$ cat src/rtl/logit_streamer.sv
// Buffers NUM_CLASSES accumulator results as 16-bit logits and streams them out on request.
// Optional macro LOGIT_SAT_EN: saturate narrowed logits instead of wrapping.
module logit_streamer #(
  parameter int unsigned NUM_CLASSES = 10,
  parameter int unsigned ACC_W       = 32,
  parameter int unsigned SHIFT       = 8,
  parameter int unsigned GAP         = 0
) (
  input  logic             clk,
  input  logic             reset,
  input  logic             wr_en,
  input  logic [3:0]       wr_addr,
  input  logic [ACC_W-1:0] wr_data,
  input  logic             send,
  output logic             busy,
  output logic [15:0]      out_data,
  output logic             out_valid,
  output logic             out_start,
  output logic             tx_done
);

  localparam int unsigned DW     = 16;
  localparam int unsigned BEAT_W = 4;
  localparam logic [BEAT_W-1:0] LAST   = BEAT_W'(NUM_CLASSES - 1);
  localparam logic [BEAT_W:0]   NC_EXT = (BEAT_W + 1)'(NUM_CLASSES);
  localparam logic [BEAT_W-1:0] GAP_LD = BEAT_W'(GAP - 1);

  typedef enum logic [1:0] {ST_IDLE, ST_SEND, ST_GAP, ST_DONE} state_t;

  state_t            state, state_n;
  logic [BEAT_W-1:0] beat, beat_n;
  logic [BEAT_W-1:0] gap_cnt, gap_n;
  logic              busy_n, valid_n, start_n, done_n;
  logic [DW-1:0]     data_n;

  logic signed [ACC_W-1:0] t;
  logic [DW-1:0]           conv;
  logic                    wr_ok;
  logic [DW-1:0]           mem [NUM_CLASSES];

  assign t = $signed(wr_data) >>> SHIFT;

`ifdef LOGIT_SAT_EN
  localparam logic signed [ACC_W-1:0] SAT_HI = ACC_W'(32767);
  localparam logic signed [ACC_W-1:0] SAT_LO = ACC_W'(-32768);

  always_comb begin
    if (t > SAT_HI)      conv = 16'h7FFF;
    else if (t < SAT_LO) conv = 16'h8000;
    else                 conv = DW'(t);
  end
`else
  assign conv = DW'(t);
`endif

  // Buffer is frozen while a frame is in flight; out-of-range indices are dropped.
  assign wr_ok = wr_en && !busy && (state == ST_IDLE) && ({1'b0, wr_addr} < NC_EXT);

  always_ff @(posedge clk) begin
    if (wr_ok) mem[wr_addr] <= conv;
  end

  always_ff @(posedge clk) begin
    if (reset) begin
      state     <= ST_IDLE;
      beat      <= '0;
      gap_cnt   <= '0;
      busy      <= 1'b0;
      out_data  <= '0;
      out_valid <= 1'b0;
      out_start <= 1'b0;
      tx_done   <= 1'b0;
    end else begin
      state     <= state_n;
      beat      <= beat_n;
      gap_cnt   <= gap_n;
      busy      <= busy_n;
      out_data  <= data_n;
      out_valid <= valid_n;
      out_start <= start_n;
      tx_done   <= done_n;
    end
  end

  // Outputs lag the state by one edge, so beat k appears the cycle after SEND(k).
  always_comb begin
    state_n = state;
    beat_n  = beat;
    gap_n   = gap_cnt;
    busy_n  = busy;
    valid_n = 1'b0;
    start_n = 1'b0;
    done_n  = 1'b0;
    data_n  = out_data;
    case (state)
      ST_IDLE: begin
        busy_n = 1'b0;
        if (send && !busy) begin
          state_n = ST_SEND;
          beat_n  = '0;
          busy_n  = 1'b1;
        end
      end
      ST_SEND: begin
        busy_n  = 1'b1;
        valid_n = 1'b1;
        start_n = 1'b1;
        data_n  = mem[beat];
        if (beat == LAST) begin
          state_n = ST_DONE;
        end else if (GAP > 0) begin
          state_n = ST_GAP;
          gap_n   = GAP_LD;
        end else begin
          beat_n = beat + BEAT_W'(1);
        end
      end
      ST_GAP: begin
        busy_n  = 1'b1;
        start_n = 1'b1;
        if (gap_cnt == '0) begin
          state_n = ST_SEND;
          beat_n  = beat + BEAT_W'(1);
        end else begin
          gap_n = gap_cnt - BEAT_W'(1);
        end
      end
      ST_DONE: begin
        busy_n  = 1'b1;
        done_n  = 1'b1;
        state_n = ST_IDLE;
      end
      default: state_n = ST_IDLE;
    endcase
  end

endmodule

$ cat config.mk
export PLATFORM = sky130hd
export DESIGN_NAME = logit_streamer
export DESIGN_NICKNAME = d
export VERILOG_FILES = /design/src/rtl/logit_streamer.sv
export SDC_FILE = /design/constraint.sdc
export NUM_CORES = 1
export LEC_CHECK = 0
export CAP_MARGIN = 30
export CORE_AREA = 5 5 135 137
export CTS_BUF_LIST = sky130_fd_sc_hd__clkbuf_8
export DETAILED_ROUTE_END_ITERATION = 6
export DIE_AREA = 0 0 140 142
export PLACE_DENSITY = 0.6
export SLEW_MARGIN = 20
export SYNTH_ARGS = -nofsm -noshare
export SYNTH_HDL_FRONTEND = slang
export SYNTH_SLANG_ARGS = --single-unit
$ cat constraint.sdc
create_clock -name clk -period 5.7 [get_ports clk]
set_input_delay 0.57 -clock clk [delete_from_list [all_inputs] [get_ports clk]]
set_output_delay 0.57 -clock clk [all_outputs]
set_load 0.02 [all_outputs]
==> flow_summary.yaml, run 1 <==
run_status:
  status: "finished, final reports clean"
power_and_ir_drop:
  total_leakage_power_uw: 0.002692
  power_frac_seq_pct: 55.8
  vdd_drop_max_v: 0.0001455
  p_clk_share_pct: 28.3
  p_int_uw: 2123
  switching_share_pct: 26.47
  p_switching_uw: 764.4
  comb_power_share_pct: 15.9
  pwr_density_cell_nw_per_um2: 335.9
floorplanning:
  die_h_microns: 142
  die_w_microns: 140
  start_util_pct: 44.19
  die-area_sq_um: 19880
  num_rows: 48
  core_sq_um: 16940
  pin_count: 60
placed_design:
  numPortBuffers: 43
  hpwl_microns: 8508
  gp_congestion: 0.7124
  place_ws_ns: 2.899
clock_tree:
  cts_hold_buf: 0
  htreeDepth: 4
  cts_resized: 0
  post_cts_buffers: 0
  clk_latency_ns: 0.46
  clockBufferDepth: 2
  path_clk_slew_ns: 0.09
  cts.sinks: 190
  cts_tree: "built"
  clk_root_buffer_cell: "clkbuf_8"
  numCtsBuffers: 17
global_route:
  grt-ovfl-total: 0
  antenna_found_initial: 0
  grt_pass1_wl_microns: 23690
  track_usage_pct: 16.02
  grt_start_max_net_pins: 47
  grt_pass1_vias: 4097
detailed_routing:
  drcViolationCount: 0
  ant_nets: 0
  wl_per_cell_microns: 19.99
  detail_route.first_pass.iterations: 5
  drt-initial-drc-count: 355
  drt-vias-per-instance: 5.371
  vias: 4184
  wl_microns: 15570
finish:
  utilization_pct: 50.76
  finalNetCount: 591
  diodes: 0
  drive_above_1_share_pct: 10.65
  area_growth_pct: 14.88
  nFillCells: 1425
timing:
  fmax_ghz: 0.4148
  rsz0062_at_grt: "false"
  skew_ns: 0.009805
  tightestPinTransition_ns: 0.9326
  max_slew_margin_pct: 37.55
  period_needed_ns: 2.411
  hold_viol: 0
  period_share_pct: 42.30
  final.setup.tns_ns: 0
  setup_viol: 0
  timing.final.ws_setup_ns: 3.289
  drv_slew: 0
setup_path:
  worst-endpoint-arrival_ns: 2.54
  crit_required_ns: 5.83
  critPathKind: "flip-flop to flip-flop"
  cp_max_fo: 16
  cp-end-kind: "flip-flop"
  start_kind: "flip-flop"
yosys:
  synth_top_family_by_area: "multiplexers"
  synth_edf_count: 160
  postSynthCellCount: 492
  synth_compound_area_share_pct: 6.537
  synth_area_sq_um: 7483
  syn_avg_cell_area_sq_um: 15.21
  synthFlopType: "edfxtp_1"
  yosys_warnings: 0
  synth_seq_cells: 190
  ys_types: 42
  seq_area_frac_synth_pct: 72.23
  synthSimpleGateAreaFrac_pct: 5.869
  synth-adder-area-share_pct: 1.672
  synth_mux_area_share_pct: 11.12
  synth_xor_xnor_area_share_pct: 0.3511
  syn-num-nets: 542
  ys_async_sr_fraction_pct: 0
run:
  drv_cap: 0
hold_path:
  hp-class: "flip-flop to flip-flop"
## metrics by stage
stage / std cells / power [uW] / hold WS, ns / cell area, sq um
2_1_floorplan: 492 / 1942 / 0.4727 / 7483
3_3_place_gp: 745 / 2095 / 0.4726 / 8200
3_5_place_dp: 746 / 2107 / 0.4758 / 8215
4_1_cts: 778 / 2910 / 0.4900 / 8582
5_1_grt: 779 / 3017 / 0.5155 / 8597
6_report: 779 / 2888 / 0.4866 / 8597
## power by group through the flow
| stage | logic [uW] | registers, uW | clock network (uW) |
|---|---|---|---|
| 6_report | 459 | 1610 | 817 |
| 3_3_place_gp | 454 | 1640 | 0 |
| 2_1_floorplan | 299 | 1640 | 0 |
| 3_5_place_dp | 463 | 1640 | 0 |
| 4_1_cts | 464 | 1610 | 834 |
| 5_1_grt | 502 | 1620 | 895 |
## routing by layer
layer | track usage [%] | share of wire [%]
met3 | 3.226 | 4.4
met1 | 21.26 | 45
met4 | 6.527 | 2.3
met5 | 0 | 0
met2 | 26.13 | 49
## placed cells by master (no fill, tap or decap), types with 4 or more instances in the layout
| cell type | instances |
|---|---|
| ha_1 | 9 |
| nor2_1 | 25 |
| a22oi_1 | 16 |
| clkbuf_8 | 18 |
| a21oi_1 | 18 |
| nand2b_1 | 6 |
| mux2i_1 | 82 |
| inv_1 | 10 |
| clkdlybuf4s50_1 | 43 |
| clkinv_4 | 4 |
| nor3_1 | 17 |
| dfxtp_1 | 29 |
| clkinv_2 | 5 |
| edfxtp_1 | 160 |
| buf_4 | 13 |
| o21ai_0 | 16 |
| a31oi_1 | 16 |
| nand2_1 | 23 |
## synthesized netlist by cell type, types with 2 or more instances
master    instances  share of area, %
a211o_1           2              0.23
inv_1             9              0.45
clkbuf_1         17              0.85
ha_1             10               1.7
dfxtp_1          30               8.0
nor3_1           20               1.3
nand3_1           3              0.20
nor2_1           26               1.3
edfxtp_1        160                64
nor2b_1           4              0.33
mux2i_1          82                11
a21oi_1          18               1.2
nor3b_1           2              0.20
xor2_1            2              0.23
a31oi_1          16               1.3
nand2_1          23               1.2
o21ai_0          16               1.1
nand2b_1          6              0.50
buf_2             8              0.54
a22oi_1          16               1.6
## final cells by class
cell class	instances	area [sq um]	share of cell area [%]
Sequential cell	190	5409	62.92
Multi-Input combinational cell	265	1948	22.66
Timing Repair Buffer	58	558.0	6.491
Tap cell	225	281.5	3.275
Clock buffer	18	247.7	2.882
Clock inverter	14	118.9	1.383
Inverter	9	33.78	0.3930
## flip-flops by register name (all words and copies together) (netlist names)
register / flops
mem: 160
out_data: 16
beat: 4
gap_cnt: 4
state: 2
busy: 1
out_start: 1
out_valid: 1
tx_done: 1
## logic make-up (layout without fill, tap and decap cells)
| logic type | Yosys count | in the layout |
|---|---|---|
| fa+ha+maj | 10 | 10 |
| xor+xnor | 3 | 3 |
| flops | 190 | 190 |
| buf+inv | 37 | 99 |
| mux | 83 | 83 |
| simple gates | 92 | 92 |
| compound gates | 77 | 77 |
## critical path, stage by stage (launching register included)
cell	delay, ns
dfxtp_1	0.38
inv_1	0.13
ha_1	0.25
nand2_1	0.09
a2111oi_0	0.55
nand2b_1	0.21
nor2_1	0.14
buf_4	0.32
## worst paths after layout
check	start	slack (ns)	cells past startpoint	to
hold reg to reg	out_data[12]	0.49	2	out_data[12]
hold / removal	out_data[12]	0.49	2	out_data[12]
setup reg to reg	state[0]	3.29	7	mem[8][9]
setup / recovery	state[0]	3.29	7	mem[8][9]
Note: power is estimated with default switching activity, not from simulation.
==> run 2: changes to the inputs <==
--- a/config.mk
+++ b/config.mk
@@ -10,7 +10,7 @@
 export CTS_BUF_LIST = sky130_fd_sc_hd__clkbuf_8
 export DETAILED_ROUTE_END_ITERATION = 6
 export DIE_AREA = 0 0 140 142
-export PLACE_DENSITY = 0.6
+export PLACE_DENSITY = 0.62
 export SLEW_MARGIN = 20
 export SYNTH_ARGS = -nofsm -noshare
 export SYNTH_HDL_FRONTEND = slang
==> constraint.sdc (replaced) <==
create_clock -name clk -period 2.07 [get_ports clk]
set_input_delay 0.207 -clock clk [delete_from_list [all_inputs] [get_ports clk]]
set_output_delay 0.207 -clock clk [all_outputs]
set_load 0.02 [all_outputs]
==> flow_summary.yaml, run 2 (synthesis results as in run 1) <==
hold_path:
  hold_end: "busy"
  hold_path_startpoint: "send"
  holdPathStages: 3
  hp-class: "input port to flip-flop"
clock_tree:
  post_cts_buffers: 0
  clk_root_buffer_cell: "clkbuf_8"
  htreeDepth: 4
  cts_resized: 0
  cts.sinks: 190
  numCtsBuffers: 17
  path_clk_slew_ns: 0.09
  cts_hold_buf: 0
  cts_tree: "built"
  clk_latency_ns: 0.47
  clockBufferDepth: 2
finish:
  largest_reg_flops: 160
  utilization_pct: 53.60
  area_growth_pct: 21.30
  drive_above_1_share_pct: 16.24
  reg_top3: "mem (160), out_data (16)"
  most-common-layout-cells: "edfxtp_1 (160), mux2i_1 (82), clkdlybuf4s50_1 (43)"
  final_cells: 810
  diodes: 0
  top_register: "mem"
  mostFrequentLayoutCell: "edfxtp_1"
  finalNetCount: 622
detailed_routing:
  ant_nets: 0
  drcViolationCount: 0
  detail_route.first_pass.iterations: 4
  vias: 4285
  drt-initial-drc-count: 403
  drt-vias-per-instance: 5.290
  wl_per_cell_microns: 19.41
  wl_microns: 15730
floorplanning:
  pin_count: 60
  die-area_sq_um: 19880
  core_sq_um: 16940
  start_util_pct: 44.19
  die_w_microns: 140
  num_rows: 48
  die_h_microns: 142
setup_path:
  crit_required_ns: 2.24
  worst-r2r-setup-slack_ns: 0.13
  critPathKind: "flip-flop to flip-flop"
  cp_max_fo: 16
  cp-end-kind: "flip-flop"
  worst-endpoint-arrival_ns: 2.10
  r2r_cells: 7
  start_kind: "flip-flop"
  r2r-start: "state[1]"
  regToRegEndpoint: "mem[2][9]"
power_and_ir_drop:
  pwr_density_cell_nw_per_um2: 952.2
  total_leakage_power_uw: 0.002927
  vdd_drop_max_v: 0.0004198
timing:
  tightestPinTransition_ns: 0.6061
  period_needed_ns: 1.938
  fmax_ghz: 0.5161
  period_share_pct: 93.61
  setup_viol: 0
  max_slew_margin_pct: 59.55
  rsz0062_at_grt: "false"
  drv_slew: 0
  hold_viol: 0
  skew_ns: 0.01223
run_status:
  status: "finished, final reports clean"
global_route:
  use_met3_pct: 3.562
  grt.busiest_layer: "met2"
  grt_util_met1_pct: 21.74
  track_usage_pct: 16.46
  grt_pass1_vias: 4401
  grt-ovfl-total: 0
  grt_pass1_wl_microns: 24370
  use_met2_pct: 26.69
  antenna_found_initial: 0
  grt_start_max_net_pins: 52
placed_design:
  hpwl_microns: 10000
  gp_congestion: 0.7710
  dp_cells: 778
  numPortBuffers: 43
run:
  drv_cap: 0
-- run 2: changes by cell type in the layout (fill, tap and decap cells not counted), sizes merged --
cell / change
buf: +31
bufinv: +5
clkbuf: -1
clkinv: -4
clkinvlp: +1
inv: -1
-- run 2: power breakdown --
part / internal [uW] / switching [uW] / total, uW
Combinational: 673 / 824 / 1500
Sequential: 4270 / 70.6 / 4350
Clock: 1550 / 1250 / 2800
-- run 2: cell type report --
type,instances,area (sq um)
Fill cell,1379,7859
Sequential cell,190,5409
Multi-Input combinational cell,265,2028
Timing Repair Buffer,89,850.8
Tap cell,225,281.5
Clock inverter,15,240.2
Clock buffer,17,234.0
Inverter,9,33.78
-- run 2: layer usage --
layer  up-vias  part of all wire [%]
met3        27                   3.7
met5         -                     0
met4         0                   2.1
li1       2035                     -
met2        94                    49
met1      2129                    45
-- run 2: critical path: stages, from the launching register on --
cell	delay, ns
dfxtp_1	0.33
inv_2	0.10
ha_4	0.16
nand2_1	0.10
buf_4	0.15
nor3b_4	0.26
nor4b_4	0.30
buf_12	0.23
-- run 2: worst max path at each step --
stage	startpoint	end	slack, ns	depth (start not counted)
2_1_floorplan	state[0]	mem[0][0]	0.01	6
3_3_place_gp	wr_addr[2]	mem[8][10]	-0.10	6
3_5_place_dp	wr_addr[2]	mem[1][12]	-0.10	5
5_1_grt	state[1]	mem[2][9]	0.03	7
4_1_cts	state[1]	mem[8][11]	0.04	8
6_report	state[1]	mem[2][9]	0.13	7
-- run 2: stage by stage --
step | hold WS (ns) | worst slack [ns] | power, uW | TNS, ns | area (sq um)
final | 0.4132 | 0.1323 | 8644 | 0 | 9077
after global routing | 0.4074 | 0.03265 | 9023 | 0 | 9077
after CTS | 0.3822 | 0.03819 | 8711 | 0 | 9052
after detailed placement | 0.4769 | -0.1040 | 5931 | -6.857 | 8578
after global placement | 0.4747 | -0.1013 | 5902 | -5.838 | 8578
after floorplan | 0.3059 | 0.01037 | 5368 | 0 | 7575
